<file path="src/rtl/mem_arbiter_pkg.sv">
// Shared definitions for the memory arbiter and the CPU instruction FSM:
// memory command encodings, arbiter owner states and default bus widths.
package mem_arbiter_pkg;

  localparam int AW_DEFAULT = 8;
  localparam int DW_DEFAULT = 16;

  // Memory command issued by the CPU FSM; 2'b11 is illegal and acts as MNONE
  typedef enum logic [1:0] {
    MNONE  = 2'b00,
    MREAD  = 2'b01,
    MWRITE = 2'b10
  } m_cmd_e;

  // Which requester currently drives the RAM port
  typedef enum logic {
    OWN_CPU = 1'b0,
    OWN_LDR = 1'b1
  } owner_e;

  // True only for the two legal commands that actually touch memory
  function automatic logic cmd_active(input logic [1:0] cmd);
    return (cmd == MREAD) || (cmd == MWRITE);
  endfunction

endpackage

</file>
<file path="src/rtl/arb_sat_counter.sv">
// Saturating up-counter with synchronous clear and a terminal-count flag.
// The flag stays high once the count reaches TC, so a counter parked at its
// saturation value still reports terminal count.
module arb_sat_counter #(
  parameter int SAT = 8,
  parameter int TC  = SAT - 1,
  parameter int W   = $clog2(SAT + 1)
) (
  input  logic clk,
  input  logic reset,
  input  logic clr,
  input  logic inc,
  output logic tc
);

  logic [W-1:0] count;

  // Count register: clear wins over increment, increment stops at SAT
  always_ff @(posedge clk or negedge reset) begin
    if (!reset) begin
      count <= '0;
    end else if (clr) begin
      count <= '0;
    end else if (inc && (count != W'(SAT))) begin
      count <= count + 1'b1;
    end
  end

  assign tc = (count >= W'(TC));

endmodule

</file>
<file path="src/rtl/mem_arbiter.sv">
// Arbiter sharing the single-port program/data RAM between the CPU
// instruction FSM and the program-loader/debug port. The CPU is stalled
// while the loader owns memory; a wait counter bounds how long the loader
// queues behind CPU traffic and a burst counter bounds how long the CPU
// queues behind the loader.
module mem_arbiter
  import mem_arbiter_pkg::*;
#(
  parameter int AW        = AW_DEFAULT,
  parameter int DW        = DW_DEFAULT,
  parameter int MAX_BURST = 8,
  parameter int MAX_WAIT  = 16
) (
  input  logic          clk,
  input  logic          reset,
  input  logic [1:0]    cpu_cmd,
  input  logic [AW-1:0] cpu_addr,
  input  logic [DW-1:0] cpu_wdata,
  output logic [DW-1:0] cpu_rdata,
  output logic          cpu_stall,
  input  logic          ldr_req,
  input  logic          ldr_we,
  input  logic [AW-1:0] ldr_addr,
  input  logic [DW-1:0] ldr_wdata,
  output logic          ldr_gnt,
  output logic          ldr_rvalid,
  output logic [DW-1:0] ldr_rdata,
  output logic [AW-1:0] ram_addr,
  output logic          ram_we,
  output logic [DW-1:0] ram_wdata,
  input  logic [DW-1:0] ram_rdata
);

  owner_e owner, owner_next;
  logic   cpu_active;
  logic   ldr_beat;
  logic   burst_clr, burst_inc, burst_tc;
  logic   wait_clr, wait_inc, wait_tc;

  assign cpu_active = cmd_active(cpu_cmd);
  assign ldr_beat   = (owner == OWN_LDR) && ldr_req;

  arb_sat_counter #(.SAT(MAX_BURST), .TC(MAX_BURST - 1)) u_burst (
    .clk   (clk),
    .reset (reset),
    .clr   (burst_clr),
    .inc   (burst_inc),
    .tc    (burst_tc)
  );

  arb_sat_counter #(.SAT(MAX_WAIT), .TC(MAX_WAIT - 1)) u_wait (
    .clk   (clk),
    .reset (reset),
    .clr   (wait_clr),
    .inc   (wait_inc),
    .tc    (wait_tc)
  );

  // Owner register; reset hands memory back to the CPU without a clock edge
  always_ff @(posedge clk or negedge reset) begin
    if (!reset) begin
      owner <= OWN_CPU;
    end else begin
      owner <= owner_next;
    end
  end

  // Next owner plus burst/wait counter control
  always_comb begin
    owner_next = owner;
    burst_clr  = 1'b0;
    burst_inc  = 1'b0;
    wait_clr   = 1'b0;
    wait_inc   = 1'b0;
    case (owner)
      OWN_CPU: begin
        burst_clr = 1'b1;
        if (!ldr_req) begin
          wait_clr = 1'b1;
        end else if (!cpu_active || wait_tc) begin
          owner_next = OWN_LDR;
          wait_clr   = 1'b1;
        end else begin
          wait_inc = 1'b1;
        end
      end
      OWN_LDR: begin
        wait_clr = 1'b1;
        if (!ldr_req) begin
          owner_next = OWN_CPU;
        end else if (burst_tc && cpu_active) begin
          owner_next = OWN_CPU;
          burst_clr  = 1'b1;
        end else begin
          burst_inc = 1'b1;
        end
      end
      default: owner_next = OWN_CPU;
    endcase
  end

  // RAM port mux; a CPU write is suppressed while reset is held low
  always_comb begin
    ram_addr  = cpu_addr;
    ram_wdata = cpu_wdata;
    ram_we    = reset && (cpu_cmd == MWRITE);
    cpu_stall = 1'b0;
    ldr_gnt   = 1'b0;
    if (owner == OWN_LDR) begin
      ram_addr  = ldr_addr;
      ram_wdata = ldr_wdata;
      ram_we    = ldr_req && ldr_we;
      cpu_stall = 1'b1;
      ldr_gnt   = ldr_req;
    end
  end

  // Loader read-data valid, one cycle after a granted read beat
  always_ff @(posedge clk or negedge reset) begin
    if (!reset) begin
      ldr_rvalid <= 1'b0;
    end else begin
      ldr_rvalid <= ldr_beat && !ldr_we;
    end
  end

  assign cpu_rdata = ram_rdata;
  assign ldr_rdata = ram_rdata;

endmodule

</file>
<file path="config.mk">
export PLATFORM = sky130hd
export DESIGN_NAME = mem_arbiter
export DESIGN_NICKNAME = d
export VERILOG_FILES = /design/src/rtl/mem_arbiter_pkg.sv /design/src/rtl/arb_sat_counter.sv /design/src/rtl/mem_arbiter.sv
export SDC_FILE = /design/constraint.sdc
export NUM_CORES = 1
export LEC_CHECK = 0
export ABC_AREA = 1
export BUFFER_PORTS_ARGS = -buffer_cell sky130_fd_sc_hd__buf_4
export CORE_UTILIZATION = 35
export CTS_CLUSTER_SIZE = 40
export DETAILED_ROUTE_END_ITERATION = 8
export PLACE_DENSITY = 0.79
export REMOVE_ABC_BUFFERS = 1
export SLEW_MARGIN = 20
export SYNTH_ARGS = -nofsm -noshare
export SYNTH_HDL_FRONTEND = slang
export SYNTH_SLANG_ARGS = --single-unit
</file>
<file path="constraint.sdc">
create_clock -name clk -period 2.5 [get_ports clk]
set_input_delay 0.125 -clock clk [delete_from_list [all_inputs] [get_ports clk]]
set_output_delay 0.125 -clock clk [all_outputs]
set_load 0.005 [all_outputs]
</file>
==> results.py, run 1 <==
metrics = {
    "status": {
        "status": "completed",
    },
    "global_route": {
        "grt_max_degree": 27,
        "groute.usage.overall_pct": 16.9,
        "grt_overflow": 0,
        "antenna_found_initial": 0,
        "grt_pass1_vias": 1034,
        "grt_pass1_wl_um": 5160,
    },
    "sta": {
        "holdWs_ns": 0.0416,
        "slew_headroom_pct": 71.8,
        "rsz0062_at_grt": "false",
        "fmax_mhz": 585,
        "final-setup-viol-count": 0,
        "timing.final.crit_period_ns": 1.71,
        "slew_viol_final": 0,
        "clock_skew_ns": 0.00133,
        "finalHoldViolCount": 0,
        "post-route-period-util_pct": 68.4,
        "tightest_slew_ns": 0.423,
        "tns_ns": 0,
    },
    "clocking": {
        "htreeDepth": 1,
        "cts_root_buf": "clkbuf_8",
        "cts_buffers": 3,
        "ctsLongestPathBuffers": 2,
        "cts_setup_buffers": 0,
        "post_cts_resized": 0,
        "clkSinkCount": 11,
        "postCtsHoldBufs": 1,
        "insertion_delay_ns": 0.24,
        "cts_tree": "yes",
        "path_clk_slew_ns": 0.05,
    },
    "critical_path": {
        "crit_slowest_cell": "buf_4",
        "worst-path-max-fanout": 26,
        "worstSetupPathType": "reg -> out",
        "critPathLaunchType": "register",
        "critPathBufInv": 2,
        "critPathRequiredTime_ns": 2.38,
        "reg2reg_depth": 7,
        "path_cells": "buf_4 -> mux2_2 -> buf_4",
        "r2r_start": "u_wait.count[0]",
        "rr_endpoint": "u_wait.count[2]",
        "startpoint": "owner",
        "r2r_slack_ns": 1.03,
        "cpMostUsedCell": "buf_4",
        "cp_top_family": "buffers and inverters",
        "max_stage_delay_ns": 0.41,
        "critPathArrivalTime_ns": 1.59,
        "end_kind": "output port",
    },
    "worst_hold_path": {
        "hold_class": "in -> reg",
        "worstHoldEndpoint": "ldr_rvalid",
        "min_from": "ldr_we",
        "hold_depth": 2,
    },
    "power": {
        "power_mw": 0.711,
        "power.density_nw_per_um2": 407,
        "p_leak_nw": 0.970,
        "vdd.ir_drop.worst_mv": 0.159,
    },
    "placed_design": {
        "gp_congestion": 0.797,
        "dp_hpwl_um": 2720,
        "numPortBuffers": 81,
    },
    "yosys": {
        "synth_most_common_cell": "buf_4",
        "ys_ff_latch": 11,
        "ys_seq_area_share_pct": 21.3,
        "synth.top_cell.area_share_pct": 22.1,
        "yosysWarnings": 0,
        "postSynthAreaPerCell_um2": 9.15,
        "synthTopCellsByArea": "mux2_4, dfrtp_1, buf_4",
        "synthTopCellsByCount": "buf_4, mux2_4, nand2_1",
        "async_reset_ff_share_pct": 100,
        "syn-instance-count": 141,
        "synth.distinct_cells": 22,
        "synth_top_flop_cell": "dfrtp_1",
        "synth_edf_count": 0,
        "synth_area_leader_cell": "mux2_4",
        "netlist_area_um2": 1290,
    },
    "drt": {
        "dr_total_vias": 1113,
        "drt_iter0_markers": 36,
        "vias_per_cell": 4.66,
        "remaining_drc_errors": 0,
        "ant_nets": 0,
        "wl_um": 3320,
        "avgRoutedWirePerCell_um": 13.9,
        "drt_pre_antenna_iters": 3,
    },
    "die": {
        "rows": 21,
        "core_um2": 3440,
        "dieArea_um2": 3930,
        "dieWidth_um": 62.7,
        "die_h_um": 62.7,
        "io_pins": 130,
        "start_util_pct": 37.5,
    },
    "job": {
        "maxCapViolations": 0,
    },
    "final_layout": {
        "drive_above_1_share_pct": 63.2,
        "fillCellCount": 341,
        "multi_input_area_um2": 679,
        "nets": 270,
        "ff_latch_area_um2": 275,
        "syn2layout_area_growth_pct": 35.3,
        "diodes": 0,
    },
}
[state kept, by name (all words and copies together), names as in the netlist]
signal         cells
owner              1
ldr_rvalid         1
u_burst.count      4
u_wait.count       5
[where the power goes]
group | total [mW] | switching, mW | internal [mW]
registers | 0.197 | 0.00992 | 0.187
logic | 0.333 | 0.118 | 0.215
clock network | 0.181 | 0.0710 | 0.110
total | 0.711 | 0.199 | 0.512
[cells in the final DEF (no fill, tap or decap), types with 2 or more instances in the layout]
cell | synthesis | routed
nand4_1 | 2 | 2
mux2_2 | 5 | 5
buf_4 | 32 | 82
nand2_1 | 19 | 19
nand3_2 | 2 | 2
clkbuf_8 | 0 | 3
nand2_2 | 3 | 3
mux2_4 | 19 | 19
nor2_1 | 8 | 8
ha_1 | 6 | 6
dfrtp_1 | 11 | 11
inv_1 | 13 | 13
nand3_1 | 9 | 9
[layout make-up]
class	count	share of cell area, %
multi-input combinational	80	38.9
timing repair buffer	83	35.8
sequential	11	15.8
inverter	15	3.51
tap	46	3.30
clock buffer	3	2.37
clock inverter	1	0.287
[worst max-delay path by stage]
stage	endpoint	slack, ns	depth (start not counted)
5_1_grt	ram_addr[4]	0.71	3
4_1_cts	ram_addr[3]	0.78	3
3_5_place_dp	u_wait.count[2]	1.01	7
2_1_floorplan	ram_addr[2]	0.81	1
3_3_place_gp	u_wait.count[2]	1.06	7
6_report	ram_addr[3]	0.79	3
[stage by stage]
step	instances	instance area, um^2	setup WS, ns	util, %
2_1_floorplan	106	1020	0.812	-
3_3_place_gp	234	1690	1.06	49.1
3_5_place_dp	234	1690	1.01	49.1
4_1_cts	239	1750	0.781	50.7
5_1_grt	239	1750	0.714	50.7
6_report	239	1750	0.789	50.7
[worst register-to-register path, cell delays in order, from the launching register on]
cell	delay (ns)
dfrtp_1	0.41
ha_1	0.23
nand2_1	0.07
nor2_1	0.04
ha_1	0.18
nor3_2	0.15
nand3_2	0.15
nor3b_2	0.17
[routing by layer]
layer | track usage [%] | share of wire (%) | vias up
li1 | - | - | 524
met1 | 18.1 | 36 | 497
met2 | 25.7 | 46 | 87
met3 | 13.9 | 17 | 5
met4 | 3.49 | 0.57 | 0
met5 | 1.39 | 0 | -
[kinds of logic after synthesis]
kind of cell             Yosys count  share of synthesized area, %
multiplexers                      24                          26.5
AO/OA/AOI/OAI                      1                         0.388
AND/OR/NAND/NOR                   48                          19.3
flip-flops                        11                          21.3
adder cells (fa/ha/maj)            6                          5.82
XOR/XNOR                           1                         0.679
buffers and inverters             50                          26.0
Note: power is estimated with default switching activity, not from simulation.
==> run 2: changes to the inputs <==
==> constraint.sdc (replaced) <==
create_clock -name clk -period 1.6 [get_ports clk]
set_input_delay 0.08 -clock clk [delete_from_list [all_inputs] [get_ports clk]]
set_output_delay 0.08 -clock clk [all_outputs]
set_load 0.005 [all_outputs]
==> run 2 against run 1 <==
Effect of this change:
- flip-flop and latch count stayed put
- clock skew is 0.0023 ns higher
- register-to-register slack worse by 0.95 ns
- clock power is 53% higher
- critical path depth is 4 higher
- combinational power is 62% higher
- setup slack worse by 0.71 ns
- via count is 2.2% higher
- critical endpoint is now u_wait.count[2]
- largest power group unchanged
==> results.py, run 2 (synthesis results as in run 1) <==
metrics = {
    "global_route": {
        "groute.usage.overall_pct": 16.7,
        "grt_max_degree": 28,
        "antenna_found_initial": 0,
        "grt_overflow": 0,
        "grt_pass1_wl_um": 5140,
        "grt_pass1_vias": 1059,
    },
    "sta": {
        "holdWs_ns": 0.126,
        "final-setup-viol-count": 0,
        "fmax_mhz": 659,
        "tightest_slew_ns": 0.200,
        "slew_headroom_pct": 86.6,
        "slew_viol_final": 0,
        "clock_skew_ns": 0.00362,
        "setup_ws_ns": 0.0829,
        "post-route-period-util_pct": 94.8,
        "finalHoldViolCount": 0,
        "timing.final.crit_period_ns": 1.52,
    },
    "die": {
        "die_h_um": 62.7,
        "start_util_pct": 37.5,
        "core_um2": 3440,
        "dieWidth_um": 62.7,
        "io_pins": 130,
        "dieArea_um2": 3930,
        "rows": 21,
    },
    "clocking": {
        "clkSinkCount": 11,
        "insertion_delay_ns": 0.24,
        "cts_tree": "yes",
        "cts_root_buf": "clkbuf_8",
        "cts_buffers": 3,
        "ctsLongestPathBuffers": 2,
        "path_clk_slew_ns": 0.05,
        "htreeDepth": 1,
    },
    "final_layout": {
        "drive_above_1_share_pct": 64.1,
        "fillCellCount": 321,
        "largest-register": "u_wait.count",
        "diodes": 0,
        "syn2layout_area_growth_pct": 38.1,
        "ff_latch_area_um2": 275,
        "final_cell_mix": "buf_4, mux2_4, nand2_1",
        "multi_input_area_um2": 687,
        "nets": 272,
        "final_area_um2": 1780,
        "largest_reg_flops": 5,
        "final_common_cell": "buf_4",
        "top_regs": "u_wait.count x5, u_burst.count x4",
    },
    "drt": {
        "vias_per_cell": 4.72,
        "wl_um": 3340,
        "remaining_drc_errors": 0,
        "drt_iter0_markers": 26,
        "ant_nets": 0,
        "dr_total_vias": 1138,
        "drt_pre_antenna_iters": 3,
        "avgRoutedWirePerCell_um": 13.9,
    },
    "status": {
        "status": "completed",
    },
    "power": {
        "p_leak_nw": 0.980,
        "power.density_nw_per_um2": 632,
        "vdd.ir_drop.worst_mv": 0.319,
    },
    "critical_path": {
        "critPathRequiredTime_ns": 1.76,
        "crit_slowest_cell": "dfrtp_1",
        "end_kind": "register",
        "r2r_start": "u_wait.count[1]",
        "startpoint": "u_wait.count[1]",
        "critPathArrivalTime_ns": 1.68,
        "max_stage_delay_ns": 0.41,
        "worst-path-max-fanout": 5,
        "worstSetupPathType": "reg -> reg",
        "reg2reg_depth": 7,
        "critPathLaunchType": "register",
        "path_cells": "ha_2 -> nand2_2 -> nor2_1 -> ha_2 -> nor3_2 -> nand3_2 -> nor3b_2",
        "cpMostUsedCell": "ha_2",
    },
    "placed_design": {
        "dp_hpwl_um": 2720,
        "dpl_cell_area_um2": 1700,
        "pre_cts_slack_ns": 0.0699,
        "gp_congestion": 0.792,
        "numPortBuffers": 81,
    },
    "worst_hold_path": {
        "hold_depth": 3,
        "min_from": "ldr_req",
        "hold_class": "in -> reg",
    },
    "job": {
        "maxCapViolations": 0,
    },
}
==> run 2: layer usage <==
metal	track usage [%]	share of wire, %	vias up
met1	18.5	38	523
met4	3.49	1.1	0
li1	-	-	529
met5	1.39	0	-
met3	12.2	15	4
met2	25.5	46	82
==> run 2: worst paths after layout <==
kind | end | slack (ns)
max | u_wait.count[2] | 0.08
min | ldr_rvalid | 0.13
max reg2reg | u_wait.count[2] | 0.08
min reg2reg | u_burst.count[3] | 0.54
max in group asynchronous | u_wait.count[4] | 1.22
min in group asynchronous | u_burst.count[1] | 0.22
==> run 2: area by class of cell <==
type                    count  area share, %
multi-input cells          80           38.6
repair buffers             85           36.8
inverters                  15           3.44
flip-flops and latches     11           15.4
well taps                  46           3.23
clock buffers               4           2.53
==> run 2: where the power goes <==
part / internal, mW / switching, mW / leakage [nW] / total [mW]
clock: 0.175 / 0.102 / 0.0228 / 0.277
combinational: 0.350 / 0.190 / 0.807 / 0.540
sequential: 0.293 / 0.0166 / 0.151 / 0.310
total: 0.818 / 0.308 / 0.980 / 1.13
==> run 2: critical path: cells and delay by family, from the launching register on <==
family                   cells  cell delay (ns)
adder cells (fa/ha/maj)      2             0.37
flip-flops                   1             0.41
AND/OR/NAND/NOR              5             0.67
==> run 2: timing repair <==
action / in CTS / in global routing
hold endpoints to repair: 12 / 0
buffers inserted: 0 / 1
hold buffers: 2 / 0
setup endpoints to repair: 0 / 1
resized for setup: 0 / 3
==> run 2: stage by stage <==
step                      instances  setup TNS (ns)  utilization [%]  power [mW]
after global placement          234               0             49.4       0.841
after CTS                       240               0             51.3        1.14
after global routing            241        -0.00397             51.8        1.19
after floorplan                 106          -0.511                -       0.574
after detailed placement        234               0             49.4       0.853
final                           241               0             51.8        1.13
==> run 3: changes to the inputs <==
--- a/config.mk
+++ b/config.mk
@@ -8,7 +8,7 @@
 export ABC_AREA = 1
 export BUFFER_PORTS_ARGS = -buffer_cell sky130_fd_sc_hd__buf_4
 export CORE_UTILIZATION = 35
-export CTS_CLUSTER_SIZE = 40
+export CTS_CLUSTER_SIZE = 10
 export DETAILED_ROUTE_END_ITERATION = 8
 export PLACE_DENSITY = 0.79
 export REMOVE_ABC_BUFFERS = 1
==> constraint.sdc (replaced) <==
create_clock -name clk -period 1.4 [get_ports clk]
set_input_delay 0.07 -clock clk [delete_from_list [all_inputs] [get_ports clk]]
set_output_delay 0.07 -clock clk [all_outputs]
set_load 0.005 [all_outputs]
==> run 3 against run 2 <==
Effect of this change:
- clock power is 12% higher
- worst hold slack lost 0.0067 ns
- largest cell class is now non-clock buffers
- combinational power rose by 48%
- critical path type is now reg -> out
- sequential power up 16%
==> results.py, run 3 (synthesis results as in run 1) <==
metrics = {
    "status": {
        "status": "completed",
    },
    "global_route": {
        "grt_pass1_vias": 1158,
        "grt_overflow": 0,
        "groute.usage.overall_pct": 17.8,
        "grt_pass1_wl_um": 5490,
        "grt_max_degree": 26,
        "antenna_found_initial": 0,
    },
    "drt": {
        "vias_per_cell": 4.87,
        "ant_nets": 0,
        "wl_um": 4180,
        "remaining_drc_errors": 0,
        "drt_pre_antenna_iters": 4,
        "drt_iter0_markers": 28,
        "dr_total_vias": 1208,
        "avgRoutedWirePerCell_um": 16.9,
    },
    "final_layout": {
        "diodes": 0,
        "final_area_um2": 2000,
        "fillCellCount": 286,
        "top_regs": "u_wait.count x5, u_burst.count x4",
        "final_cell_mix": "buf_4, buf_6, mux2_4",
        "largest_reg_flops": 5,
        "final_common_cell": "buf_4",
        "nets": 279,
        "drive_above_1_share_pct": 66.8,
        "largest-register": "u_wait.count",
        "syn2layout_area_growth_pct": 55.2,
    },
    "placed_design": {
        "numPortBuffers": 81,
        "gp_congestion": 0.795,
        "dp_hpwl_um": 2810,
        "dpl_cell_area_um2": 1720,
    },
    "critical_path": {
        "end_kind": "output port",
        "r2r_start": "u_wait.count[0]",
        "startpoint": "owner",
        "critPathRequiredTime_ns": 1.33,
        "critPathArrivalTime_ns": 1.33,
        "worstSetupPathType": "reg -> out",
        "critPathLaunchType": "register",
        "worst-path-max-fanout": 6,
    },
    "die": {
        "core_um2": 3440,
        "start_util_pct": 37.5,
        "io_pins": 130,
        "dieWidth_um": 62.7,
        "rows": 21,
        "die_h_um": 62.7,
        "dieArea_um2": 3930,
    },
    "sta": {
        "rsz0062_at_grt": "true",
        "timing.final.crit_period_ns": 1.40,
        "slew_headroom_pct": 85.2,
        "finalHoldViolCount": 0,
        "tightest_slew_ns": 0.221,
        "final-setup-viol-count": 0,
        "tns_ns": 0,
        "post-route-period-util_pct": 100,
        "fmax_mhz": 715,
        "slew_viol_final": 0,
        "clock_skew_ns": 0.00800,
    },
    "power": {
        "vdd.ir_drop.worst_mv": 0.390,
        "power.density_nw_per_um2": 733,
        "p_leak_nw": 1.08,
    },
    "worst_hold_path": {
        "hold_class": "in -> reg",
        "min_from": "ldr_req",
    },
    "clocking": {
        "ctsLongestPathBuffers": 2,
        "path_clk_slew_ns": 0.05,
        "clkSinkCount": 11,
        "cts_buffers": 3,
        "cts_tree": "yes",
        "insertion_delay_ns": 0.24,
        "cts_root_buf": "clkbuf_8",
        "htreeDepth": 1,
    },
    "job": {
        "maxCapViolations": 0,
    },
}
==> run 3: cell types whose count changed in the layout (fill, tap and decap cells not counted), moves of 2 or more <==
cell	before	now
buf_6	0	25
buf_4	82	62
mux2_2	5	0
mux2_4	19	24
clkbuf_16	0	2
==> run 3: layout make-up <==
type	instances	area (um^2)	share of cell area, %
Inverter	15	61.3	3.06
Timing Repair Buffer	92	837	41.8
Tap cell	46	57.6	2.88
Multi-Input combinational cell	80	724	36.2
Sequential cell	11	277	13.8
Clock buffer	4	45.0	2.25
==> run 3: report_power, final <==
group | switching [mW] | internal [mW]
Combinational | 0.270 | 0.527
Sequential | 0.0239 | 0.336
Clock | 0.110 | 0.199
Total | 0.405 | 1.06
==> run 3: path summary, 6_finish.rpt <==
| path | end | depth (start not counted) | slack [ns] |
|---|---|---|---|
| hold / removal | ldr_rvalid | 3 | 0.12 |
| setup / recovery | ram_addr[5] | 3 | 0.0004 |
| min in group asynchronous | ldr_rvalid | 2 | 0.21 |
| setup reg to reg | u_wait.count[2] | 7 | 0.02 |
| hold reg to reg | u_burst.count[3] | 2 | 0.54 |
| max in group asynchronous | owner | 2 | 1.03 |
==> run 3: per-layer routing <==
| layer | up-vias | share of wire [%] | GRT usage, % |
|---|---|---|---|
| met4 | 0 | 1.5 | 1.74 |
| met1 | 573 | 36 | 17.7 |
| met5 | - | 0 | 1.39 |
| met3 | 6 | 12 | 13.0 |
| li1 | 544 | - | - |
| met2 | 85 | 50 | 30.4 |
==> run 3: critical path, cell delays in order (launching register included) <==
cell	delay, ns
dfrtp_2	0.48
clkbuf_16	0.19
mux2_4	0.30
buf_6	0.12
==> run 3: per-stage QoR <==
| step | setup slack, ns | utilization, % | total power, mW | cells | hold WS (ns) |
|---|---|---|---|---|---|
| finish | 0.000436 | 58.2 | 1.47 | 248 | 0.119 |
| CTS | -0.0375 | 52.3 | 1.31 | 243 | 0.118 |
| detailed placement | -0.0594 | 50.1 | 0.988 | 237 | -0.0827 |
| floorplan | -0.284 | - | 0.656 | 106 | -0.226 |
| global route | -0.0585 | 58.2 | 1.54 | 248 | 0.132 |
| global placement | 0.00978 | 50.1 | 0.973 | 237 | -0.0842 |
==> run 3: what timing repair did <==
item | 4_1_cts | 5_1_grt
gates cloned | 0 | 3
pin swaps | 1 | 1
hold endpoints to repair | 12 | 0
hold buffers | 2 | 0
endpoints found under the setup margin | 10 | 33
resized for setup | 4 | 33
setup buffers | 0 | 2
